`src/rtl/match_count_arbiter.sv`:
```
// Round-robin arbiter sharing one match counter between NUM_REQ channels, with global halt.
// Optional feature: define MATCH_ARB_HOLD_LIMIT_EN to force a release after MAX_HOLD cycles.
module match_count_arbiter #(
    parameter int unsigned NUM_REQ  = 4,
    parameter int unsigned ID_W     = 2,
    parameter int unsigned MAX_HOLD = 8
) (
    input  logic               clk,
    input  logic               reset,
    input  logic               halt_flag,
    input  logic [NUM_REQ-1:0] req,
    output logic [NUM_REQ-1:0] grant,
    output logic [ID_W-1:0]    grant_id,
    output logic [1:0]         state,
    output logic               enable_count
);

    typedef enum logic [1:0] {
        StIdle  = 2'b00,
        StMatch = 2'b01,
        StHalt  = 2'b10
    } state_e;

    if (NUM_REQ < 2 || NUM_REQ > 16 || (2 ** ID_W) < NUM_REQ || MAX_HOLD < 1) begin : g_bad_param
        $error("match_count_arbiter: illegal parameter combination");
    end

    state_e             state_q, state_d;
    logic [NUM_REQ-1:0] grant_q, grant_d;
    logic [ID_W-1:0]    grant_id_q, grant_id_d;
    logic [ID_W-1:0]    rr_ptr_q, rr_ptr_d;
    logic               enable_q;

    logic [ID_W-1:0]    rr_next;
    logic [ID_W-1:0]    rr_base;
    logic [ID_W-1:0]    rot_idx;
    logic [NUM_REQ-1:0] req_rot;
    logic               pick_found;
    int                 pick_off;
    logic [ID_W-1:0]    pick_id;
    logic               force_release;

    // In MATCH the search starts just past the current winner, i.e. the post-release pointer.
    assign rr_next = (grant_id_q == ID_W'(NUM_REQ - 1)) ? '0 : grant_id_q + 1'b1;
    assign rr_base = (state_q == StMatch) ? rr_next : rr_ptr_q;

    always_comb begin
        rot_idx    = '0;
        req_rot    = '0;
        pick_found = 1'b0;
        pick_off   = 0;
        for (int i = 0; i < NUM_REQ; i++) begin
            rot_idx    = ID_W'((int'(rr_base) + i) % int'(NUM_REQ));
            req_rot[i] = req[rot_idx];
        end
        // Scan downward so the smallest offset from the base wins.
        for (int i = NUM_REQ - 1; i >= 0; i--) begin
            if (req_rot[i]) begin
                pick_found = 1'b1;
                pick_off   = i;
            end
        end
        pick_id = ID_W'((int'(rr_base) + pick_off) % int'(NUM_REQ));
    end

    always_comb begin
        state_d    = state_q;
        grant_d    = grant_q;
        grant_id_d = grant_id_q;
        rr_ptr_d   = rr_ptr_q;
        unique case (state_q)
            StIdle: begin
                grant_d = '0;
                if (halt_flag) begin
                    state_d = StHalt;
                end else if (pick_found) begin
                    state_d    = StMatch;
                    grant_d    = NUM_REQ'(1) << pick_id;
                    grant_id_d = pick_id;
                end
            end
            StMatch: begin
                if (halt_flag) begin
                    state_d = StHalt;
                    grant_d = '0;
                end else if (!(|(req & grant_q)) || force_release) begin
                    rr_ptr_d = rr_next;
                    if (pick_found) begin
                        grant_d    = NUM_REQ'(1) << pick_id;
                        grant_id_d = pick_id;
                    end else begin
                        state_d = StIdle;
                        grant_d = '0;
                    end
                end
            end
            StHalt: begin
                grant_d = '0;
                if (!halt_flag) begin
                    state_d = StIdle;
                end
            end
            default: begin
                state_d = StIdle;
                grant_d = '0;
            end
        endcase
    end

    always_ff @(posedge clk or negedge reset) begin
        if (!reset) begin
            state_q    <= StIdle;
            grant_q    <= '0;
            grant_id_q <= '0;
            rr_ptr_q   <= '0;
            enable_q   <= 1'b0;
        end else begin
            state_q    <= state_d;
            grant_q    <= grant_d;
            grant_id_q <= grant_id_d;
            rr_ptr_q   <= rr_ptr_d;
            enable_q   <= (state_d == StMatch);
        end
    end

`ifdef MATCH_ARB_HOLD_LIMIT_EN
    localparam int unsigned TenureW = $clog2(MAX_HOLD + 1);

    logic [TenureW-1:0] tenure_q, tenure_d;

    assign force_release = (tenure_q == TenureW'(MAX_HOLD)) && (|(req & ~grant_q));

    // A new grant always targets a different channel, so a grant change marks a fresh tenure.
    always_comb begin
        if (grant_d == '0) begin
            tenure_d = tenure_q;
        end else if (grant_d != grant_q) begin
            tenure_d = TenureW'(1);
        end else if (tenure_q != TenureW'(MAX_HOLD)) begin
            tenure_d = tenure_q + 1'b1;
        end else begin
            tenure_d = tenure_q;
        end
    end

    always_ff @(posedge clk or negedge reset) begin
        if (!reset) begin
            tenure_q <= '0;
        end else begin
            tenure_q <= tenure_d;
        end
    end
`else
    assign force_release = 1'b0;
`endif

    assign grant        = grant_q;
    assign grant_id     = grant_id_q;
    assign state        = state_q;
    assign enable_count = enable_q;

endmodule
```
`config.mk`:
```
export PLATFORM = sky130hd
export DESIGN_NAME = match_count_arbiter
export DESIGN_NICKNAME = d
export VERILOG_FILES = /design/src/rtl/match_count_arbiter.sv
export SDC_FILE = /design/constraint.sdc
export NUM_CORES = 1
export LEC_CHECK = 0
export CAP_MARGIN = 10
export CELL_PAD_IN_SITES_DETAIL_PLACEMENT = 1
export CELL_PAD_IN_SITES_GLOBAL_PLACEMENT = 1
export CORE_MARGIN = 2
export CORE_UTILIZATION = 35
export DETAILED_ROUTE_END_ITERATION = 7
export HOLD_SLACK_MARGIN = 0.06
export PLACE_DENSITY_LB_ADDON = 0.1
export REMOVE_ABC_BUFFERS = 1
export SYNTH_ARGS = -nofsm -noshare
export SYNTH_HDL_FRONTEND = slang
export SYNTH_SLANG_ARGS = --single-unit
```
`constraint.sdc`:
```
create_clock -name clk -period 2.9 [get_ports clk]
set_input_delay 0.58 -clock clk [delete_from_list [all_inputs] [get_ports clk]]
set_output_delay 0.58 -clock clk [all_outputs]
set_load 0.05 [all_outputs]
```
==> qor.csv <==
stage,metric,value,unit
sta,period_needed,2.626,ns
floorplanning,die_area,2317,µm²
critical_path,startpoint,grant_id[1],
sta,finalSetupViolations,0,
floorplanning,fp-row-count,15,
logic_synthesis,ys_top_cells_by_area,"dfrtp_1 40%, nand2_1 5.5%, ha_1 3.7%",
logic_synthesis,synthArstFlopShare,100.0,%
pwr,cellPowerDensity,959.6,nW/µm²
clock_tree,clk_path_buf_depth,2,
layout,drive_gt1_share,13.98,%
floorplanning,ioPinCount,16,
worst_hold_path,hp-class,flop to flop,
logic_synthesis,synth_top_flop_cell,dfrtp_1,
floorplanning,design.core.area,1783,µm²
sta,relSlewSlack,63.71,%
clock_tree,cts_setup_buffers,0,
logic_synthesis,synth_area_leader_cell,dfrtp_1,
logic_synthesis,syn_area_per_cell,9.604,µm²
detailed_routing,routed_wl,1730,µm
sta,setup_tns,0,ns
layout,n_antenna_cell,0,
sta,worst_pin_slew,0.5410,ns
layout,mostFrequentLayoutCells,"15 x clkdlybuf4s50_1, 11 x dfrtp_1, 10 x nand2_1, 6 x nor2_1, 4 x inv_1",
clock_tree,cts-resized-gates,0,
clock_tree,htree_levels,1,
grt,grt_max_degree,12,
sta,clock_skew,0.001032,ns
critical_path,cp_max_fo,7,
placement,hpwl,1364,µm
logic_synthesis,yosys_warnings,0,
run,maxCapViolCount,0,
detailed_routing,drt_pass1_iterations,4,
detailed_routing,drt-vias-per-instance,5.280,
logic_synthesis,synth_seq_area_share,40.37,%
placement,dpl_cell_area,885.9,µm²
sta,worst_slack,0.2742,ns
layout,final_cells,118,
detailed_routing,drtIter0Drc,1,
clock_tree,root_buffer,clkbuf_4,
floorplanning,die_y,48.14,µm
layout,nets,103,
status,run_status,finished clean,
clock_tree,cts_tree,yes,
floorplanning,die_w,48.14,µm
placement,portBuffers,15,
clock_tree,clk_latency,0.27,ns
sta,rsz0062_at_grt,false,
logic_synthesis,synth.distinct_cells,31,
detailed_routing,routed-via-count,623,
sta,slew_violations,0,
grt,grt_usage,19.08,%
detailed_routing,drc,0,
logic_synthesis,synth.ff_latch_count,11,
pwr,irDropWorstVdd,0.5077,mV
sta,period_share,90.54,%
layout,nFillCells,208,
clock_tree,cts.clk_slew.worst_paths,0.07,ns
floorplanning,start_util,38.25,%
critical_path,critPathLaunchType,flop,
worst_hold_path,hp-start,grant[2],
layout,area_growth,33.76,%
grt,antenna_found_initial,0,
critical_path,cp-end-kind,flop,
logic_synthesis,synth_area,681.9,µm²
layout,fin_util,51.16,%
layout,design_area,912.1,µm²
detailed_routing,avgRoutedWirePerCell,14.66,µm
sta,fmax,0.3808,GHz
critical_path,crit_type,flop to flop,
grt,grt_pass1_vias,646,
logic_synthesis,synth_top_area_share,40.37,%
grt,grt_pass1_wl,2939,µm
placement,dp_cells,114,
placement,place.gp.congestion,0.7743,
logic_synthesis,synth-edff-count,0,
layout,layout_commonest_cell,clkdlybuf4s50_1,
sta,hold_violations,0,
pwr,power_leakage,0.3952,nW
clock_tree,postCtsHoldBufs,0,
clock_tree,numCtsBuffers,3,
logic_synthesis,synthCells,71,
critical_path,reg2reg_from,grant_id[1],
detailed_routing,antenna_left,0,
placement,place_ws,0.2830,ns
critical_path,worstPathArrival,2.79,ns
clock_tree,cts_num_sinks,11,
grt,overflow,0,
critical_path,cp.required,3.06,ns
## kinds of logic (layout without fill, tap and decap cells)
logic type,after synthesis,in the layout,synth area share [%]
flip-flops,11,11,40.37
buffers and inverters,4,26,2.201
adder cells (fa/ha/maj),2,2,3.669
XOR/XNOR,2,2,3.671
AND/OR/NAND/NOR,24,24,18.35
multiplexers,2,2,3.119
AO/OA/AOI/OAI,26,26,28.62
## cell type report
class                           instances  area (µm²)  area share, %
Timing Repair Buffer                   18       172.7          18.93
Sequential cell                        11       275.3          30.18
Tap cell                               25       31.28          3.429
Clock buffer                            4       26.28          2.881
Multi-Input combinational cell         56       391.6          42.94
Inverter                                4       15.01          1.646
## registers in the layout (all words and copies together), names as in the netlist
signal and flops:
grant 4, grant_id 2, rr_ptr_q 2, state 2, enable_count 1
## layer usage
| layer | routed length (µm) | GRT usage [%] | vias up | part of all wire (%) |
|---|---|---|---|---|
| li1 | - | - | 311 | - |
| met1 | 881 | 26.44 | 300 | 51 |
| met2 | 765 | 26.32 | 8 | 44 |
| met3 | 42 | 3.704 | 4 | 2.4 |
| met4 | 41 | 13.51 | 0 | 2.4 |
| met5 | 0 | 0 | - | 0 |
## critical path: stages, from the launching register on
cell	delay, ns
dfrtp_1	0.40
ha_1	0.31
and3b_1	0.23
a21oi_2	0.29
nand2_1	0.09
a21oi_1	0.14
o21ai_0	0.09
o31a_1	0.12
ha_1	0.21
xnor2_1	0.25
xnor2_2	0.14
a22o_1	0.25
## path summary, 6_finish.rpt
check	end	slack, ns	cells past startpoint
setup / recovery	grant[1]	0.27	11
min in group asynchronous	enable_count	0.64	1
hold reg to reg	grant[2]	0.53	2
max in group asynchronous	grant[3]	1.93	1
hold / removal	grant[2]	0.53	2
setup reg to reg	grant[1]	0.27	11
## through the flow
stage	hold WS (ns)	total power, mW
3_3_place_gp	0.5146	0.7629
4_1_cts	0.5374	0.8828
6_report	0.5311	0.8753
2_1_floorplan	0.2844	0.6055
5_1_grt	0.5655	0.9392
3_5_place_dp	0.5213	0.7730
## power breakdown
group / switching (mW) / total (mW) / internal [mW]
Clock: 0.0511 / 0.104 / 0.0533
Combinational: 0.314 / 0.524 / 0.210
Sequential: 0.0458 / 0.247 / 0.201
Total: 0.411 / 0.875 / 0.464
## synth_stat cells, types with 2 or more instances
cell / n
a211oi_1: 3
a21boi_0: 2
a21o_1: 2
a21oi_1: 2
a22o_1: 2
a22oi_1: 2
a31oi_1: 3
dfrtp_1: 11
ha_1: 2
inv_1: 4
nand2_1: 10
nor2_1: 6
o21ai_0: 2
o31ai_1: 2
or3_1: 2
No activity file was read; power rests on OpenSTA's default activity.
